==> src/rtl/lerp_seg_find_if.sv <==
// Request/config/result bundle between the activation-path feeder and its
// segment finder.
interface lerp_seg_find_if #(
  parameter int unsigned S  = 32,
  parameter int unsigned AW = 3
) ();
  logic          start;
  logic [S-1:0]  x;
  logic          cfg_we;
  logic [AW-1:0] cfg_addr;
  logic [S-1:0]  cfg_x;
  logic [S-1:0]  cfg_y;
  logic [S-1:0]  x_out;
  logic [S-1:0]  x1;
  logic [S-1:0]  x2;
  logic [S-1:0]  y1;
  logic [S-1:0]  y2;
  logic          sat;
  logic [S-1:0]  y_sat;
  logic          busy;
  logic          done;

  modport master (
    output start, x, cfg_we, cfg_addr, cfg_x, cfg_y,
    input  x_out, x1, x2, y1, y2, sat, y_sat, busy, done
  );

  modport slave (
    input  start, x, cfg_we, cfg_addr, cfg_x, cfg_y,
    output x_out, x1, x2, y1, y2, sat, y_sat, busy, done
  );
endinterface

==> src/rtl/lerp_seg_find.sv <==
// Breakpoint-table segment finder feeding the float linear interpolator:
// scans for X[k-1] <= x < X[k], or saturates for out-of-range / NaN inputs.
module lerp_seg_find #(
  parameter int unsigned S  = 32,
  parameter int unsigned N  = 8,
  parameter int unsigned AW = 3
) (
  input  logic           clk,
  input  logic           rst_n,
  lerp_seg_find_if.slave bus
);

  typedef enum logic [1:0] {IDLE, SCAN, EMIT} state_t;

  state_t        state_q, state_d;
  logic [AW-1:0] idx_q, idx_d;
  logic [S-1:0]  x_q;
  logic [S-1:0]  tab_x [N];
  logic [S-1:0]  tab_y [N];

  logic          load_c;
  logic          sat_c;
  logic [S-1:0]  ysat_c;
  logic          nan_c;

  // Sign-magnitude a < b with -0 == +0; denormals ordered by raw magnitude.
  function automatic logic f_lt(input logic [S-1:0] a, input logic [S-1:0] b);
    logic [S-2:0] am;
    logic [S-2:0] bm;
    am = a[S-2:0];
    bm = b[S-2:0];
    if (am == '0 && bm == '0) return 1'b0;
    if (a[S-1] != b[S-1])     return a[S-1];
    if (a[S-1])               return am > bm;
    return am < bm;
  endfunction

  assign nan_c = (&x_q[30:23]) && (|x_q[22:0]);

  // Next-state and segment decision.
  always_comb begin
    state_d = state_q;
    idx_d   = idx_q;
    load_c  = 1'b0;
    sat_c   = 1'b0;
    ysat_c  = x_q;
    unique case (state_q)
      IDLE: begin
        if (bus.start) begin
          state_d = SCAN;
          idx_d   = AW'(1);
        end
      end
      SCAN: begin
        if (nan_c) begin
          load_c = 1'b1;
          sat_c  = 1'b1;
          ysat_c = x_q;
        end else if (f_lt(x_q, tab_x[0])) begin
          load_c = 1'b1;
          sat_c  = 1'b1;
          ysat_c = tab_y[0];
        end else if (!f_lt(x_q, tab_x[N-1])) begin
          load_c = 1'b1;
          sat_c  = 1'b1;
          ysat_c = tab_y[N-1];
        end else if (f_lt(x_q, tab_x[idx_q])) begin
          load_c = 1'b1;
        end else begin
          idx_d = idx_q + AW'(1);
        end
        if (load_c) state_d = EMIT;
      end
      EMIT:    state_d = IDLE;
      default: state_d = IDLE;
    endcase
  end

  always_ff @(posedge clk or negedge rst_n) begin
    if (!rst_n) begin
      state_q <= IDLE;
      idx_q   <= '0;
      x_q     <= '0;
    end else begin
      state_q <= state_d;
      idx_q   <= idx_d;
      if (state_q == IDLE && bus.start) x_q <= bus.x;
    end
  end

  // Table writes only while idle, so a same-cycle start scans the new entry.
  always_ff @(posedge clk or negedge rst_n) begin
    if (!rst_n) begin
      for (int i = 0; i < int'(N); i++) begin
        tab_x[i] <= '0;
        tab_y[i] <= '0;
      end
    end else if (state_q == IDLE && bus.cfg_we && 32'(bus.cfg_addr) < N) begin
      tab_x[bus.cfg_addr] <= bus.cfg_x;
      tab_y[bus.cfg_addr] <= bus.cfg_y;
    end
  end

  // Result registers hold until the next decision.
  always_ff @(posedge clk or negedge rst_n) begin
    if (!rst_n) begin
      bus.x_out <= '0;
      bus.x1    <= '0;
      bus.x2    <= '0;
      bus.y1    <= '0;
      bus.y2    <= '0;
      bus.sat   <= 1'b0;
      bus.y_sat <= '0;
      bus.busy  <= 1'b0;
      bus.done  <= 1'b0;
    end else begin
      bus.busy <= (state_d != IDLE);
      bus.done <= load_c;
      if (load_c) begin
        bus.x_out <= x_q;
        bus.sat   <= sat_c;
        if (sat_c) begin
          bus.y_sat <= ysat_c;
        end else begin
          bus.x1 <= tab_x[idx_q - AW'(1)];
          bus.x2 <= tab_x[idx_q];
          bus.y1 <= tab_y[idx_q - AW'(1)];
          bus.y2 <= tab_y[idx_q];
        end
      end
    end
  end

endmodule

==> src/flat_wrapper.sv <==
// flat-port wrapper written by rule: the top's interface ports become plain ports
module lerp_seg_find_flat 
#(
  parameter int unsigned S  = 32,
  parameter int unsigned N  = 8,
  parameter int unsigned AW = 3
)
  (clk, rst_n, bus_start, bus_x, bus_cfg_we, bus_cfg_addr, bus_cfg_x, bus_cfg_y, bus_x_out, bus_x1, bus_x2, bus_y1, bus_y2, bus_sat, bus_y_sat, bus_busy, bus_done);
  lerp_seg_find_if #(.S(S), .AW(AW)) bus_i ();
  input  logic clk;
  input  logic rst_n;
  input wire logic [$bits(bus_i.start)-1:0] bus_start;
  input wire logic [$bits(bus_i.x)-1:0] bus_x;
  input wire logic [$bits(bus_i.cfg_we)-1:0] bus_cfg_we;
  input wire logic [$bits(bus_i.cfg_addr)-1:0] bus_cfg_addr;
  input wire logic [$bits(bus_i.cfg_x)-1:0] bus_cfg_x;
  input wire logic [$bits(bus_i.cfg_y)-1:0] bus_cfg_y;
  output wire logic [$bits(bus_i.x_out)-1:0] bus_x_out;
  output wire logic [$bits(bus_i.x1)-1:0] bus_x1;
  output wire logic [$bits(bus_i.x2)-1:0] bus_x2;
  output wire logic [$bits(bus_i.y1)-1:0] bus_y1;
  output wire logic [$bits(bus_i.y2)-1:0] bus_y2;
  output wire logic [$bits(bus_i.sat)-1:0] bus_sat;
  output wire logic [$bits(bus_i.y_sat)-1:0] bus_y_sat;
  output wire logic [$bits(bus_i.busy)-1:0] bus_busy;
  output wire logic [$bits(bus_i.done)-1:0] bus_done;
  assign bus_i.start = bus_start;
  assign bus_i.x = bus_x;
  assign bus_i.cfg_we = bus_cfg_we;
  assign bus_i.cfg_addr = bus_cfg_addr;
  assign bus_i.cfg_x = bus_cfg_x;
  assign bus_i.cfg_y = bus_cfg_y;
  assign bus_x_out = bus_i.x_out;
  assign bus_x1 = bus_i.x1;
  assign bus_x2 = bus_i.x2;
  assign bus_y1 = bus_i.y1;
  assign bus_y2 = bus_i.y2;
  assign bus_sat = bus_i.sat;
  assign bus_y_sat = bus_i.y_sat;
  assign bus_busy = bus_i.busy;
  assign bus_done = bus_i.done;
  lerp_seg_find #(.S(S), .N(N), .AW(AW)) u_core (.clk(clk), .rst_n(rst_n), .bus(bus_i));
endmodule
==> config.mk <==
export PLATFORM = sky130hd
export DESIGN_NAME = lerp_seg_find_flat
export DESIGN_NICKNAME = d
export VERILOG_FILES = /design/src/rtl/lerp_seg_find_if.sv /design/src/rtl/lerp_seg_find.sv /design/src/flat_wrapper.sv
export SDC_FILE = /design/constraint.sdc
export NUM_CORES = 1
export LEC_CHECK = 0
export BUFFER_PORTS_ARGS = -buffer_cell sky130_fd_sc_hd__buf_2
export CAP_MARGIN = 10
export CORE_MARGIN = 4
export CORE_UTILIZATION = 50
export CTS_CLUSTER_DIAMETER = 60
export DETAILED_ROUTE_END_ITERATION = 10
export PLACE_DENSITY = 0.78
export REMOVE_ABC_BUFFERS = 1
export SKIP_CTS_REPAIR_TIMING = 1
export SLEW_MARGIN = 5
export SYNTH_ARGS = -nofsm -noshare
export SYNTH_HDL_FRONTEND = slang
export SYNTH_SLANG_ARGS = --single-unit
==> constraint.sdc <==
create_clock -name clk -period 14.7 [get_ports clk]
set_clock_uncertainty 0.05 [all_clocks]
set_input_delay 2.94 -clock clk [delete_from_list [all_inputs] [get_ports clk]]
set_output_delay 2.94 -clock clk [all_outputs]
set_load 0.05 [all_outputs]
==> results of run 1 <==
## path summary, 6_finish.rpt
path                                             start                          endpoint  cells after the start
setup / recovery           u_core.idx_q[0]$_DFFE_PN0P_     u_core.bus.y2[31]$_DFFE_PN0P_                     15
hold / removal             u_core.state_q[1]$_DFF_PN0_         u_core.bus.busy$_DFF_PN0_                      1
setup reg to reg           u_core.idx_q[0]$_DFFE_PN0P_     u_core.bus.y2[31]$_DFFE_PN0P_                     15
hold reg to reg            u_core.state_q[1]$_DFF_PN0_         u_core.bus.busy$_DFF_PN0_                      1
max in group asynchronous                        rst_n  u_core.bus.y_sat[13]$_DFFE_PN0P_                      4
min in group asynchronous                        rst_n      u_core.bus.y2[0]$_DFFE_PN0P_                      1
## synth_stat cells, types with 27 or more instances
library cell  number  area share, %
o21ai_0           49           0.63
clkbuf_1         120            1.2
ha_1              95            3.1
nand4_1           27           0.43
a31oi_1           27           0.43
a311o_1           30           0.77
inv_1            103           0.99
a21oi_1           44           0.57
mux2_2           589             17
mux2_4            96            3.7
dfrtp_1          744             48
mux2i_1           48            1.2
nor4_1            37           0.59
nor2_1            82           0.79
nand2_1          348            3.4
mux4_2           256             15
buf_1             28           0.27
## placed cells by master (no fill, tap or decap), types with 4 or more instances in the layout
master	synthesis	final
dfrtp_1	744	741
mux2_2	589	589
nand2_1	348	340
buf_2	10	296
mux4_2	256	256
inv_1	103	102
mux2_4	96	96
ha_1	95	94
nor2_1	82	82
clkbuf_16	0	79
o21ai_0	49	49
mux2i_1	48	48
a21oi_1	44	44
nor4_1	37	37
buf_4	10	37
a311o_1	30	30
nand4_1	27	27
a31oi_1	27	26
clkbuf_1	120	23
clkbuf_8	0	14
clkinv_2	0	12
nand3_1	12	12
nor3_1	11	10
diode_2	0	8
a221oi_1	6	6
nand2_4	0	6
clkinvlp_4	0	6
o31ai_1	5	5
inv_6	0	5
a211oi_1	4	4
nor2b_1	4	4
clkinv_8	0	4
## metal layers
layer  vias to the layer above  track usage (%)  part of all wire [%]
met5                         -                0                 0.038
met4                         6             12.1                   4.6
met3                       266             5.78                   8.4
met2                      1217             43.6                    48
met1                     13800             35.9                    39
li1                      11100                -                     -
## power breakdown
part | switching (mW) | leakage [nW] | internal [mW] | total [mW]
logic | 2.82 | 9.47 | 2.39 | 5.20
clock network | 0.851 | 1.25 | 1.13 | 1.98
registers | 1.04 | 9.15 | 3.05 | 4.10
## cells by family (layout without fill, tap and decap cells)
group                    after synthesis  count (layout)
AO/OA/AOI/OAI                        188             188
multiplexers                         989             989
adder cells (fa/ha/maj)               95              95
XOR/XNOR                               1               1
buffers and inverters                283             587
other                                  0               8
flip-flops                           744             744
AND/OR/NAND/NOR                      541             541
## final cells by class
class                   count  area, um2  area share [%]
clock inverters            31        317           0.720
inverters                 103        388           0.882
diodes                      8       20.0          0.0455
multi-input cells        1814      19200            43.7
repair buffers            337       1830            4.17
flip-flops and latches    744      18600            42.4
clock buffers             116       2260            5.13
well taps                1040       1300            2.96
## per-stage QoR
step	TNS (ns)	utilization, %	total power, mW	instances	setup WS (ns)
after floorplan	-1000.75	-	7.81	2661	-8.04
after global placement	0	53.5	9.07	4038	7.88
after detailed placement	0	53.5	9.25	4038	7.78
after CTS	0	56.8	11.3	4185	7.75
after global routing	0	56.8	11.9	4187	7.35
final	0	56.8	11.3	4193	7.79
## critical path, cell delays in order (launching register included)
cell	delay, ns
dfrtp_4	0.75
buf_12	0.60
mux4_2	0.65
mux2i_1	0.25
ha_1	0.32
a21oi_1	0.14
nand2_1	0.07
a221oi_1	0.47
a21boi_0	0.21
o21ba_2	0.24
a211oi_2	0.47
nand2_2	0.16
nor4_4	0.18
buf_4	0.64
buf_4	0.75
mux2_2	0.41
## flip-flops by register name (all words and copies together) (netlist names)
name,count
u_core.bus.busy,1
u_core.bus.done,1
u_core.bus.sat,1
u_core.bus.x1,32
u_core.bus.x2,32
u_core.bus.x_out,32
u_core.bus.y1,32
u_core.bus.y2,32
u_core.bus.y_sat,32
u_core.idx_q,3
u_core.state_q,2
u_core.tab_x,256
u_core.tab_y,256
u_core.x_q,32
==> reports/results.ini, run 1 <==
[status]
outcome = completed

[cells_and_area]
drive_gt1_share_pct = 45.5
syn_to_final_growth_pct = 13.0
nFillCells = 6185
fin_area_um2 = 44000
nNetsFinal = 3277

[clocking]
tritoncts = yes
path_clk_slew_ns = 0.07
numClockSinks = 744
h-tree-depth = 3
clock_path_buffers = 3
clk_latency_ns = 0.65
cts-buffers-inserted = 79
cts-root-buf = clkbuf_16

[pwr]
p_leak_nw = 19.9
power_density_nw_per_um2 = 257
vdd_drop_max_v = 0.000214

[placed_design]
placed_area_um2 = 41400
routabilityCongestion = 0.862
io_buffers = 297
dpl.hpwl_mm = 72.2

[route]
drtIter0Drc = 2734
drcViolationCount = 0
wl_per_cell_um = 26.8
ant_nets = 0
first_pass_iters = 5
viasPerCell = 6.30
vias = 26400
wl_mm = 112

[sta]
max_freq_mhz = 145
hold_viol_final = 0
worst-slew-pin-transition_ns = 1.15
final-max-slew-violation-count = 0
setup_viol = 0
slew_headroom_pct = 23.5
period_minus_slack_ns = 6.91
holdWs_ns = 0.432
fin_crit_sh_pct = 47.0
rsz0062_at_grt = no

[die]
die-area_um2 = 82400
start_util_pct = 50.3
rows = 102
num_io_pins = 298
coreArea_um2 = 77300
die_y_um = 287
dieWidth_um = 287

[synth]
ys.flop_type = dfrtp_1
syn_area_per_cell_um2 = 13.7
synthSimpleGateAreaFrac_pct = 5.96
ys_ff_latch = 744
synth_cells = 2841
synth_fa_ha_area_share_pct = 3.05
synthMuxAreaShare_pct = 36.8
synth-edff-count = 0
syn_area_um2 = 38900
synth_compound_area_share_pct = 3.24
synth_seq_area_share_pct = 47.8
postSynth.asyncResetShare_pct = 100
synth.distinct_cells = 52
synthXorXnorAreaFrac_pct = 0.0225
synth_top_family_by_area = multiplexers
yosysWarnings = 0

[global_routing]
grt_pass1_vias = 27200
track_usage_pct = 27.2
grt_start_max_net_pins = 162
overflow = 0
antenna_found_initial = 13
grt_pass1_wl_mm = 170

[worst_setup_path]
worstSetupPathType = reg -> reg
startpoint_type = flip-flop
cp_max_fo = 139
ff2ff_setup_slack_ns = 7.79
critPathCaptureType = flip-flop
critPathRequiredTime_ns = 15.18
cp_data_arrival_time_ns = 7.39

[flow_run]
cap_violations = 0

[worst_hold_path]
hold_class = reg -> reg

Power figures use the tool's default switching activity.
==> run 2: changes to the inputs <==
PLACE_DENSITY = 0.81   (was 0.78)
clock period = 6.2 ns   (was 14.7 ns; I/O delays follow)
==> reports/results.ini, run 2 (synthesis results as in run 1) <==
[route]
vias = 26900  ; was 26400
wl_mm = 116  ; was 112 mm
drtIter0Drc = 2916  ; was 2734
ant_nets = 0  ; unchanged
first_pass_iters = 5  ; unchanged
drcViolationCount = 0  ; unchanged
viasPerCell = 6.40  ; was 6.30
wl_per_cell_um = 27.6  ; was 26.8 um

[clocking]
path_clk_slew_ns = 0.06  ; was 0.07 ns
h-tree-depth = 3  ; unchanged
tritoncts = yes  ; unchanged
numClockSinks = 744  ; unchanged
cts-root-buf = clkbuf_16  ; unchanged
clock_path_buffers = 3  ; unchanged
cts-buffers-inserted = 77  ; was 79
clk_latency_ns = 0.63  ; was 0.65 ns

[worst_hold_path]
hp-start = u_core.bus.x_out[3]$_DFFE_PN0P_  ; was u_core.state_q[1]$_DFF_PN0_
worstHoldPathCells = 1  ; unchanged
whs_endpoint = u_core.bus.x_out[3]$_DFFE_PN0P_  ; was u_core.bus.busy$_DFF_PN0_
hold_class = reg -> reg  ; unchanged

[sta]
final-max-slew-violation-count = 0  ; unchanged
rsz0062_at_grt = no  ; unchanged
period_minus_slack_ns = 5.52  ; was 6.91 ns
slew_headroom_pct = 26.5  ; was 23.5%
fin_crit_sh_pct = 89.0  ; was 47.0%
holdWs_ns = 0.448  ; was 0.432 ns
setup_viol = 0  ; unchanged
hold_viol_final = 0  ; unchanged
max_freq_mhz = 181  ; was 145 MHz
worst-slew-pin-transition_ns = 1.10  ; was 1.15 ns

[global_routing]
grt_pass1_vias = 27600  ; was 27200
grt_start_max_net_pins = 153  ; was 162
grt_pass1_wl_mm = 175  ; was 170 mm
track_usage_pct = 28.1  ; was 27.2%
overflow = 0  ; unchanged
antenna_found_initial = 13  ; unchanged

[placed_design]
routabilityCongestion = 0.932  ; was 0.862
dp_cells = 4062  ; was 4038
dpl.hpwl_mm = 76.5  ; was 72.2 mm
io_buffers = 297  ; unchanged

[worst_setup_path]
startpoint_type = flip-flop  ; unchanged
critPathRequiredTime_ns = 6.68  ; was 15.18 ns
crit_family = compound AO/OA/AOI/OAI gates  ; was buffers and inverters
worst_path_max_delay_cell = dfrtp_4  ; unchanged
r2r_start = u_core.idx_q[0]$_DFFE_PN0P_  ; unchanged
cpPeakStageDelay_ns = 0.74  ; was 0.75 ns
cp_max_fo = 67  ; was 139
cp_num_buf_inv = 3  ; unchanged
rr_worst_depth = 15  ; unchanged
critPathCaptureType = flip-flop  ; unchanged
crit_start = u_core.idx_q[0]$_DFFE_PN0P_  ; unchanged
r2r-end = u_core.bus.x2[18]$_DFFE_PN0P_  ; was u_core.bus.y2[31]$_DFFE_PN0P_
worstSetupPathType = reg -> reg  ; unchanged
ff2ff_setup_slack_ns = 0.68  ; was 7.79 ns
cp_data_arrival_time_ns = 6.00  ; was 7.39 ns
path_cells = buf_4, mux4_2, mux2i_1, ha_1, a21oi_1, o21ai_0, a221oi_1, a21boi_0, o21ba_2, a211oi_2, nand2_2, nor4_4, buf_12, buf_4, mux2i_1  ; was buf_12, mux4_2, mux2i_1, ha_1, a21oi_1, nand2_1, a221oi_1, a21boi_0, o21ba_2, a211oi_2, nand2_2, nor4_4, buf_4, buf_4, mux2_2

[pwr]
p_int_mw = 15.8  ; was 6.57 mW
vdd_drop_max_v = 0.000507  ; was 0.000214 V
pwr-share-clk_pct = 17.7  ; was 17.6%
p_comb_share_pct = 46.3  ; was 46.1%
power.switching_mw = 11.3  ; was 4.71 mW
p_leak_nw = 20.0  ; was 19.9 nW
power_density_nw_per_um2 = 612  ; was 257 nW/um2
switching_share_pct = 41.6  ; was 41.7%
pwr-share-seq_pct = 36.0  ; was 36.3%

[cells_and_area]
final-instance-count-excl-fill = 4203  ; was 4193
syn_to_final_growth_pct = 13.8  ; was 13.0%
final_common_cell = dfrtp_1  ; unchanged
drive_gt1_share_pct = 45.9  ; was 45.5%
final_cell_mix = dfrtp_1 (741), mux2_2 (589), nand2_1 (342)  ; was dfrtp_1 (741), mux2_2 (589), nand2_1 (340)
nNetsFinal = 3299  ; was 3277
multiInputGateArea_um2 = 19200  ; about the same
nFillCells = 6058  ; was 6185
reg_top3 = u_core.tab_x (256), u_core.tab_y (256)  ; unchanged
seqCellArea_um2 = 18600  ; unchanged

[die]
start_util_pct = 50.3  ; unchanged
rows = 102  ; unchanged
coreArea_um2 = 77300  ; unchanged
die_y_um = 287  ; unchanged
die-area_um2 = 82400  ; unchanged
num_io_pins = 298  ; unchanged
dieWidth_um = 287  ; unchanged

[flow_run]
cap_violations = 0  ; unchanged

[status]
outcome = completed  ; unchanged

-- run 2: cell count changes in the layout (fill, tap and decap cells not counted), sizes merged --
cell and delta:
buf +24, bufinv +4, clkbuf -5, clkinv -7
clkinvlp -2, diode -1, inv -3
-- run 2: how the worst max path moves through the flow --
stage                                    end  depth (start not counted)  slack (ns)
6_report       u_core.bus.x2[18]$_DFFE_PN0P_                         15        0.68
5_1_grt        u_core.bus.x2[18]$_DFFE_PN0P_                         15        0.30
4_1_cts        u_core.bus.x2[18]$_DFFE_PN0P_                         15        0.67
3_5_place_dp   u_core.bus.x2[18]$_DFFE_PN0P_                         15        0.67
3_3_place_gp    u_core.bus.x2[8]$_DFFE_PN0P_                         15        0.82
2_1_floorplan   u_core.bus.x1[0]$_DFFE_PN0P_                         11      -16.54
-- run 2: routing by layer --
metal,global-route usage (%),routed length (um)
met5,0,46
met4,11.9,5630
met3,7.78,11900
met2,43.9,53900
met1,37.2,44500
-- run 2: cell type report --
class                      count  area share (%)
clock buffer                 111            5.14
inverter                     103           0.876
multi-input combinational   1814            43.4
clock inverter                23           0.712
sequential                   744            42.1
timing repair buffer         361            4.83
tap                         1040            2.94
antenna                        7          0.0396
-- run 2: through the flow --
| step | power (mW) | utilization [%] | setup slack (ns) | TNS (ns) | area [um2] |
|---|---|---|---|---|---|
| 6_report | 27.1 | 57.3 | 0.684 | 0 | 44300 |
| 2_1_floorplan | 19.6 | - | -16.54 | -2302.79 | 38100 |
| 3_3_place_gp | 21.6 | 53.9 | 0.821 | 0 | 41700 |
| 4_1_cts | 26.9 | 57.2 | 0.673 | 0 | 44300 |
| 3_5_place_dp | 22.1 | 53.9 | 0.675 | 0 | 41700 |
| 5_1_grt | 28.4 | 57.2 | 0.304 | 0 | 44300 |
-- run 2: power groups by stage --
stage	sequential (mW)	combinational (mW)	clock [mW]
final	9.75	12.5	4.80
after detailed placement	9.65	12.4	0
after global placement	9.54	12.0	0
after floorplan	10.6	8.94	0
after global routing	9.94	13.4	5.05
after CTS	9.61	12.5	4.84
